### src/rtl/chunked_adder.sv
// -----------------------------------------------------------------------------
// chunked_adder
//
// Multi-cycle binary adder. Operands are captured on a start strobe and summed
// CHUNK bits per clock through a registered carry chain. Completion is flagged
// with a one-cycle done pulse; sum/cout/ovf hold the last result until the next
// operation completes.
//
// Optional feature macro: CHUNKED_ADDER_SUB_EN
//   defined   -> 'sub' port exists; sub=1 computes a - b as a + ~b + 1
//                (cin ignored, cout=1 means no borrow).
//   undefined -> no 'sub' port; the block always computes a + b + cin.
//
// Parameters
//   WIDTH  operand / sum width (>= 1)
//   CHUNK  bits added per clock (1..WIDTH, WIDTH multiple of CHUNK)
//
// Ports
//   clk    in   1      clock, rising edge
//   rst    in   1      asynchronous active-high reset
//   start  in   1      request strobe, sampled only in IDLE
//   a, b   in   WIDTH  operands, captured on accepted start
//   cin    in   1      carry-in, captured on accepted start
//   sub    in   1      subtract select (only with CHUNKED_ADDER_SUB_EN)
//   busy   out  1      operation in progress
//   done   out  1      one-cycle pulse when the result becomes valid
//   sum    out  WIDTH  result, low WIDTH bits
//   cout   out  1      carry out of bit WIDTH-1
//   ovf    out  1      two's-complement overflow
// -----------------------------------------------------------------------------
module chunked_adder #(
   parameter int WIDTH = 8,
   parameter int CHUNK = 2
) (
   input  logic             clk,
   input  logic             rst,
   input  logic             start,
   input  logic [WIDTH-1:0] a,
   input  logic [WIDTH-1:0] b,
   input  logic             cin,
`ifdef CHUNKED_ADDER_SUB_EN
   input  logic             sub,
`endif
   output logic             busy,
   output logic             done,
   output logic [WIDTH-1:0] sum,
   output logic             cout,
   output logic             ovf
);

   localparam int NCH   = WIDTH / CHUNK;
   localparam int IDX_W = (NCH > 1) ? $clog2(NCH) : 1;
   localparam logic [IDX_W-1:0] LAST_IDX = IDX_W'(NCH - 1);

   typedef enum logic {
      IDLE = 1'b0,
      RUN  = 1'b1
   } state_t;

   state_t             r_state;
   state_t             w_next_state;
   logic [IDX_W-1:0]   r_idx;
   logic               r_carry;
   logic               r_done;
   logic [WIDTH-1:0]   r_sum;
   logic               r_cout;
   logic               r_ovf;

   logic [WIDTH-1:0]   r_a;
   logic [WIDTH-1:0]   r_b;
   logic [WIDTH-1:0]   r_res;

   logic               w_capture;
   logic               w_last;
   logic               w_busy;
   logic [WIDTH-1:0]   w_b_in;
   logic               w_cin_in;
   logic [CHUNK:0]     w_csum;
   logic [WIDTH-1:0]   w_res_next;
   logic               w_c_msb;

   // Operand conditioning at capture time: subtraction becomes a + ~b + 1.
`ifdef CHUNKED_ADDER_SUB_EN
   assign w_b_in   = sub ? ~b : b;
   assign w_cin_in = sub ? 1'b1 : cin;
`else
   assign w_b_in   = b;
   assign w_cin_in = cin;
`endif

   // Current chunk: the low CHUNK bits of the operand shift registers.
   assign w_csum = {1'b0, r_a[CHUNK-1:0]} + {1'b0, r_b[CHUNK-1:0]}
                 + {{CHUNK{1'b0}}, r_carry};

   // New chunk enters at the top so that after NCH chunks the LSB chunk
   // has arrived at bit 0.
   assign w_res_next = (r_res >> CHUNK)
                     | (WIDTH'(w_csum[CHUNK-1:0]) << (WIDTH - CHUNK));

   // Carry into the MSB is recovered from the MSB's own sum bit; only
   // meaningful on the final chunk, where bit CHUNK-1 is the operand MSB.
   assign w_c_msb = r_a[CHUNK-1] ^ r_b[CHUNK-1] ^ w_csum[CHUNK-1];

   always_comb begin
      w_next_state = r_state;
      w_capture    = 1'b0;
      w_last       = 1'b0;
      w_busy       = 1'b0;
      case (r_state)
         IDLE: begin
            if (start) begin
               w_next_state = RUN;
               w_capture    = 1'b1;
            end
         end
         RUN: begin
            w_busy = 1'b1;
            if (r_idx == LAST_IDX) begin
               w_last       = 1'b1;
               w_next_state = IDLE;
            end
         end
         default: w_next_state = IDLE;
      endcase
   end

   always_ff @(posedge clk or posedge rst) begin
      if (rst) begin
         r_state <= IDLE;
         r_idx   <= '0;
         r_carry <= 1'b0;
         r_done  <= 1'b0;
         r_sum   <= '0;
         r_cout  <= 1'b0;
         r_ovf   <= 1'b0;
      end else begin
         r_state <= w_next_state;
         r_done  <= w_last;
         if (w_capture) begin
            r_idx   <= '0;
            r_carry <= w_cin_in;
         end else if (r_state == RUN) begin
            r_carry <= w_csum[CHUNK];
            if (!w_last) begin
               r_idx <= r_idx + IDX_W'(1);
            end
         end
         if (w_last) begin
            r_sum  <= w_res_next;
            r_cout <= w_csum[CHUNK];
            r_ovf  <= w_c_msb ^ w_csum[CHUNK];
         end
      end
   end

   // Datapath shift registers carry no reset; they are always reloaded on
   // capture and fully shifted before their contents are used.
   always_ff @(posedge clk) begin
      if (w_capture) begin
         r_a <= a;
         r_b <= w_b_in;
      end else if (r_state == RUN) begin
         r_a   <= r_a >> CHUNK;
         r_b   <= r_b >> CHUNK;
         r_res <= w_res_next;
      end
   end

   assign busy = w_busy;
   assign done = r_done;
   assign sum  = r_sum;
   assign cout = r_cout;
   assign ovf  = r_ovf;

endmodule

### config.mk
export PLATFORM = sky130hd
export DESIGN_NAME = chunked_adder
export DESIGN_NICKNAME = d
export VERILOG_FILES = /design/src/rtl/chunked_adder.sv
export SDC_FILE = /design/constraint.sdc
export NUM_CORES = 1
export LEC_CHECK = 0
export CAP_MARGIN = 20
export CORE_MARGIN = 2
export CORE_UTILIZATION = 54
export CTS_CLUSTER_SIZE = 20
export DETAILED_ROUTE_END_ITERATION = 10
export GPL_ROUTABILITY_DRIVEN = 0
export HOLD_SLACK_MARGIN = 0.1
export PLACE_DENSITY_LB_ADDON = 0.12
export SYNTH_ARGS = -nofsm -noshare
export SYNTH_HDL_FRONTEND = slang
export SYNTH_SLANG_ARGS = --single-unit
export TNS_END_PERCENT = 10
### constraint.sdc
create_clock -name clk -period 4.1 [get_ports clk]
set_clock_uncertainty 0.1 [all_clocks]
set_input_delay 0.41 -clock clk [delete_from_list [all_inputs] [get_ports clk]]
set_output_delay 0.41 -clock clk [all_outputs]
set_load 0.05 [all_outputs]
# Word level (Yosys, flattened, before mapping)
# Index checks and enable logic that the tools add are counted.
[classes]
addsub = 3
multipliers = 0
div_mod_pow = 0
order_cmp = 0
n_eq_ne = 2
shift = 0
muxes = 16
n_bitwise = 6
reduce_logical = 3
[op_table]
columns = ["cell", "n"]
rows = [
  ["8-bit two-way mux", 4],
  ["1-bit two-way mux", 8],
  ["6-bit by 8-bit OR with 8-bit output", 1],
  ["2-bit two-way mux", 3],
  ["2-bit AND reduction", 2],
  ["2-bit by 2-bit adder with 3-bit output", 1],
  ["3-bit by 1-bit adder with 3-bit output", 1],
  ["1-bit XOR", 3],
  ["2-bit by 1-bit adder with 2-bit output (second input constant)", 1],
  ["2-bit equality test (second input constant)", 1],
  ["2-bit != test (second input constant)", 1],
  ["1-bit inverter", 2],
  ["1-bit one-hot mux with 2 select lines", 1],
  ["2-bit nonzero test", 1],
]
[word_totals]
reg_bits = 39
latch_bits = 0
mem_bits_rw = 0
romBits = 0
out_inout_bits = 12
mem_count = 0

# Longest topological paths before layout
# Gate-level depths: netlist (run 1).
[logic_depth]
depth_word = 6
depth_mapped = 5
mapped_depth_nobuf = 5

# Worst setup path after synthesis (run 1)
# OpenSTA, ideal clock, no wires.
[synth_timing]
kind = "reg2reg"
start = "register r_carry"
end = "register r_ovf (netlist: ovf)"
arrival_ns = 1.886
setup_slack_ns = 1.989
path_stages_with_launch = 6
path_buffers = 0
period_less_slack_ns = 2.111
cell_sequence = "dfrtp_1 > inv_1 > fa_1 > fa_1 > xor3_1 > mux2_2"
[synth_between]
elab_chain_cells = 3
[synth_rtl]
columns = ["item", "line_no", "text"]
rows = [
  ["start: declaration", "63", "logic r_carry;"],
  ["start signal: assignment", "141", "r_carry <= w_cin_in;"],
  ["start signal: assignment", "143", "r_carry <= w_csum[CHUNK];"],
  ["3-bit by 1-bit adder with 3-bit output *", "93", "+ {{CHUNK{1'b0}}, r_carry};"],
  ["1-bit XOR", "102", "assign w_c_msb = r_a[CHUNK-1] ^ r_b[CHUNK-1] ^ w_csum[CHUNK-1];"],
  ["1-bit XOR *", "151", "r_ovf <= w_c_msb ^ w_csum[CHUNK];"],
  ["end signal: assignment", "151", ""],
  ["end: declaration", "67", "logic r_ovf;"],
]
# Mark *: on every way between the ends. The rest lies on a longest branch, timed or not.
# A chain may end at the register's enable or synchronous reset.

# Worst setup path after layout (run 1)
[layout_timing]
start = "register r_state"
end = "output busy"
[layout_between]
elab_chain_cells = 1
[layout_rtl]
columns = ["item", "line_no", "text"]
rows = [
  ["start: declaration", "60", "state_t r_state;"],
  ["start signal: assignment", "137", "r_state <= w_next_state;"],
  ["1-bit two-way mux", "109", "case (r_state)"],
  ["end: declaration", "44", "output logic busy,"],
]
# Every way passes these cells.

==> results of run 1 <==
==> stage by stage <==
step,instances,util (%)
after CTS,162,71.6
after floorplan,97,-
final,162,71.6
after global routing,162,71.6
after global placement,154,67.9
after detailed placement,154,67.9
==> registers in the layout, summed over array words and instances, names as in the netlist <==
signal and flops:
r_b 8, ovf 1, sum 8, r_a 8
r_idx 2, r_res 6, done 1, r_carry 1
r_state 1, cout 1
==> how the worst min path moves through the flow <==
stage | to | slack (ns) | cells past startpoint
final | ovf | 0.32 | 2
after global routing | ovf | 0.37 | 2
after CTS | ovf | 0.33 | 2
after detailed placement | r_res[5] | 0.33 | 0
after global placement | r_res[5] | 0.33 | 0
after floorplan | cout | 0.21 | 1
==> cells in the final DEF, fill, tap and decap left out, drive strengths merged <==
master         netlist  final
or2                  1      1
mux2                19     19
clkbuf               0      5
dfrtp               15     15
ha                   2      2
xor3                 1      1
bufinv               0      2
a21oi                6      6
o22ai                2      2
o21bai               1      1
edfxtp              22     22
mux2i                3      3
fa                   2      2
xor2                 1      1
clkdlybuf4s50        0     31
nand2b               1      1
and2                 5      5
clkinv               0      1
inv                 10     10
nor2b                1      1
==> per-layer routing <==
| layer | up-vias | track usage [%] | part of all wire [%] |
|---|---|---|---|
| li1 | 404 | - | - |
| met4 | 0 | 7.97 | 0.71 |
| met2 | 23 | 27.6 | 51 |
| met5 | - | 0 | 0 |
| met1 | 404 | 17.7 | 43 |
| met3 | 2 | 4.91 | 5.6 |
==> worst register-to-register path, cell delays in order, from the launching register on <==
cell and delay (ns):
dfrtp_1 0.38, inv_1 0.07, fa_1 0.44, fa_1 0.56
xor3_1 0.31, mux2_2 0.27
==> logic make-up after synthesis <==
logic type / share of synthesized area, %
flops: 65.3
mux: 16.6
buf+inv: 5.36
compound gates: 3.15
simple gates: 3.47
fa+ha+maj: 4.10
xor+xnor: 2.05
==> area by class of cell <==
type                            instances  area, µm²  share of cell area [%]
Sequential cell                        37       1040                    52.0
Multi-Input combinational cell         45        465                    23.4
Timing Repair Buffer                   31        310                    15.6
Clock inverter                          3       65.1                    3.27
Tap cell                               31       38.8                    1.95
Clock buffer                            5       37.5                    1.89
Inverter                               10       37.5                    1.89
==> power groups by stage <==
| stage | registers [mW] | clock network, mW | logic, mW |
|---|---|---|---|
| final | 0.718 | 0.303 | 0.771 |
| after global routing | 0.743 | 0.326 | 0.825 |
| after CTS | 0.721 | 0.313 | 0.780 |
| after detailed placement | 0.731 | 0 | 0.775 |
| after global placement | 0.720 | 0 | 0.761 |
| after floorplan | 0.900 | 0 | 0.405 |
==> reports/qor.yml, run 1 <==
dp_hpwl_um: 1560
finalCritPeriodShare_pct: 59.0
required_ns: 3.59
rsz0062_at_grt: "no"
critPathArrivalTime_ns: 1.91
reg2regPathDepth: 5
nets: 154
via_count: 833
ctsHoldBuffers: 0
drc: 0
post-route-min-period_ns: 2.42
post-route-cell-area_um2: 1990
cp-endpoint: "busy"
fp.dieH_um: 58.2
cp_num_cells: 1
postRouteAntennaNets: 0
yosysMostFrequentCell: "edfxtp_1"
synth_flop_cell: "edfxtp_1"
dp_slack_ns: 1.68
path_class: "reg2out"
powerDensity_nw_per_um2: 900
fin_total_pwr_mw: 1.79
insertion_delay_ns: 0.33
p_int_mw: 1.17
synth_edf_count: 22
hold_viol: 0
p_leak_nw: 0.833
wirelength_um: 2240
hold_path.class: "in2async"
synth_top_area_share_pct: 41.6
pwr-share-clk_pct: 16.9
ys_warn_count: 0
track_usage_pct: 15.9
max_slew_margin_pct: 46.7
slowest_delay_ns: 0.90
async_flop_share_pct: 40.5
status: "finished, final reports clean"
worst_slack_ns: 1.68
synth_top_cell_by_area: "edfxtp_1"
cts_num_sinks: 37
rows: 19
fmax_mhz: 414
netlist_instances: 97
p_seq_share_pct: 40.1
ctsResizeCount: 0
cp-start-kind: "flop"
drv_cap: 0
clockBufferDepth: 2
ys_seq_area_share_pct: 65.3
path_cells: "clkdlybuf4s50_1"
synth.distinct_cells: 21
antenna_found_initial: 0
start_util_pct: 57.0
cts_root_buf: "clkbuf_4"
place_area_um2: 1890
grt_max_degree: 18
critical_path.top_delay_family: "buffers and inverters"
pin_count: 32
die-area_um2: 3390
r2r_setup_slack_ns: 1.88
numCtsBuffers: 5
crit_buf_inv: 1
path_max_fanout: 15
synth.avg_cell_area_um2: 16.4
drtPass1Iterations: 4
combPwrFrac_pct: 43.0
holdWs_ns: 0.316
area_growth_pct: 25.5
cp_slowest_cell: "clkdlybuf4s50_1"
cts_max_level: 2
end_kind: "primary output"
viasPerCell: 5.14
ys_top_cells_by_area: "edfxtp_1 (42%), dfrtp_1 (24%), mux2_2 (9.9%), mux2_4 (4.7%), fa_1 (2.5%)"
r2r-end: "ovf"
synth_seq_cells: 37
die_width_um: 58.2
post_cts_buffers: 0
core_area_um2: 2780
syn_area_um2: 1590
fillers: 206
slew_viol_final: 0
port_buffers: 31
cp-startpoint: "r_state"
ir_drop_mv: 0.705
p_sw_uw: 617
grt_pass1_wl_um: 3910
clkTransAtPathRegs_ns: 0.12
grt_overflow_total: 0
worstMarginPinSlew_ns: 0.796
reg2reg_from: "r_carry"
diodes: 0
p_sw_share_pct: 34.4
first_global_vias: 900
synth_fp_nets: 121
drt_iter0_markers: 9
drive_gt1_share_pct: 22.9
synth_commonest_cells: "edfxtp_1 (22), dfrtp_1 (15), mux2_2 (14)"
wl_per_cell_um: 13.8
fin_tns_setup_ns: 0
cts_tree: "done"
setup_viol_count_final: 0
No activity file was read; power rests on OpenSTA's default activity.
==> inputs of run 2 (changes only) <==
Settings changed: CORE_UTILIZATION 54 to 50.
Clock period 4.1 ns to 2.44 ns, I/O delays scaled along.
==> reports/qor.yml, run 2 (same netlist as run 1, synthesis figures left out) <==
combPwrFrac_pct: 48.0  # +5.0 points
numCtsBuffers: 5  # unchanged
fmax_mhz: 456
p_leak_nw: 0.814  # -2.2%
slew_viol_final: 0  # unchanged
die_width_um: 60.3  # +3.7%
cts_num_sinks: 37  # unchanged
area_growth_pct: 24.1
ctsHoldBuffers: 0  # unchanged
first_global_vias: 834  # -7.3%
pwr-share-clk_pct: 10.3  # -6.6 points
drc: 0  # unchanged
critPathArrivalTime_ns: 2.32  # +0.41 ns
post_cts_buffers: 0  # unchanged
hold_viol: 0  # unchanged
final_cell_mix: "clkdlybuf4s50_1 (31), edfxtp_1 (22), dfrtp_1 (15)"
via_count: 864  # +3.7%
track_usage_pct: 15.1  # -0.85 points
antenna_found_initial: 0  # unchanged
wl_per_cell_um: 12.8  # -7.5%
viasPerCell: 4.88  # -5.1%
path_max_fanout: 3  # -12
postRouteAntennaNets: 0  # unchanged
drtPass1Iterations: 4  # unchanged
cp-start-kind: "flop"
rows: 20  # +1
rsz0062_at_grt: "no"
ir_drop_mv: 0.493  # -30%
diodes: 0  # unchanged
ctsResizeCount: 0  # unchanged
p_sw_share_pct: 36.5  # +2.0 points
grt_pass1_wl_um: 3760  # -3.9%
nets: 156  # +1.3%
path_class: "reg2reg"
finalCritPeriodShare_pct: 89.9
post-route-min-period_ns: 2.19
drv_cap: 0  # unchanged
powerDensity_nw_per_um2: 1430  # +59%
fp.dieH_um: 60.3  # +3.7%
clkTransAtPathRegs_ns: 0.10  # -0.02 ns
hold_path.class: "in2async"
worst_path_most_repeated_cell: "fa_1"
p_sw_mw: 1.03  # +66%
end_kind: "flop"
p_seq_share_pct: 41.8  # +1.7 points
max_slew_margin_pct: 61.5  # +15 points
core_area_um2: 3030  # +8.9%
status: "finished, final reports clean"
drive_gt1_share_pct: 21.8  # -1.1 points
port_buffers: 31  # unchanged
wirelength_um: 2260  # +1.0%
cts_root_buf: "clkbuf_4"
insertion_delay_ns: 0.33  # about the same
drt_iter0_markers: 12  # +3
start_util_pct: 52.4  # -4.6 points
cts_tree: "done"
grt_max_degree: 18  # unchanged
fin_tns_setup_ns: 0  # unchanged
dp_hpwl_um: 1650  # +5.5%
final_common_cell: "clkdlybuf4s50_1"
setup_viol_count_final: 0  # unchanged
cts_max_level: 2  # unchanged
cp_slowest_cell: "fa_1"
grt_overflow_total: 0  # unchanged
clockBufferDepth: 2  # unchanged
p_int_mw: 1.79  # +52%
required_ns: 2.57  # -1.02 ns
die-area_um2: 3640  # +7.4%
slowest_delay_ns: 0.57  # -0.33 ns
path_cells: "inv_1 -> fa_1 -> fa_1 -> xor3_1 -> mux2_2"
worstMarginPinSlew_ns: 0.576  # -0.220 ns
fin_total_pwr_mw: 2.81  # +57%
pin_count: 32  # unchanged
==> run 2: cell count changes in the layout (fill, tap and decap cells not counted), sizes merged <==
cell	before	now
clkbuf	5	7
buf	0	2
bufinv	2	0
==> run 2: power groups by stage <==
stage	Combinational [mW]	Clock, mW	Sequential, mW
6_report	1.35	0.289	1.17
5_1_grt	1.46	0.336	1.21
4_1_cts	1.37	0.306	1.18
3_5_place_dp	1.37	0	1.19
3_3_place_gp	1.32	0	1.18
2_1_floorplan	0.680	0	1.51
==> run 2: metrics by stage <==
step           setup slack [ns]  utilization, %  cells  instance area, µm²  hold slack (ns)
6_report                  0.248            65.0    177                1970            0.162
5_1_grt                   0.176            65.0    177                1970            0.204
4_1_cts                   0.237            65.0    177                1970            0.174
3_5_place_dp              0.250            63.4    169                1920            0.342
3_3_place_gp              0.303            63.4    169                1920            0.324
2_1_floorplan             0.329               -     97                1590           0.0455
==> run 2: layout make-up <==
class                   instances  area, µm²
repair buffers                 33        325
flip-flops and latches         37       1040
inverters                      10       37.5
clock inverters                 1       3.75
multi-input cells              45        465
fillers                       243       1060
clock buffers                   7       45.0
well taps                      44       55.1
==> run 2: per-layer routing <==
metal	wire, µm	track usage, %	vias to the layer above
met1	893	17.0	424
met5	0	0	-
met4	21	6.67	0
li1	-	-	409
met2	1200	24.4	29
met3	151	7.25	2
==> run 2: path summary, 6_finish.rpt <==
kind / from / end / slack (ns) / depth (start not counted)
worst max-delay path: r_carry / ovf / 0.25 / 5
min in group clk: r_res[7] / r_res[5] / 0.36 / 0
max in group asynchronous: rst / sum[0] / 1.70 / 2
worst max register to register: r_carry / ovf / 0.25 / 5
worst min register to register: r_res[7] / r_res[5] / 0.36 / 0
worst min-delay path: rst / ovf / 0.16 / 2
==> run 2: critical path, delay by kind of cell (launching register included) <==
family | cells | cell delay [ns]
flops | 1 | 0.36
mux | 1 | 0.26
xor+xnor | 1 | 0.31
buf+inv | 1 | 0.06
fa+ha+maj | 2 | 1.00
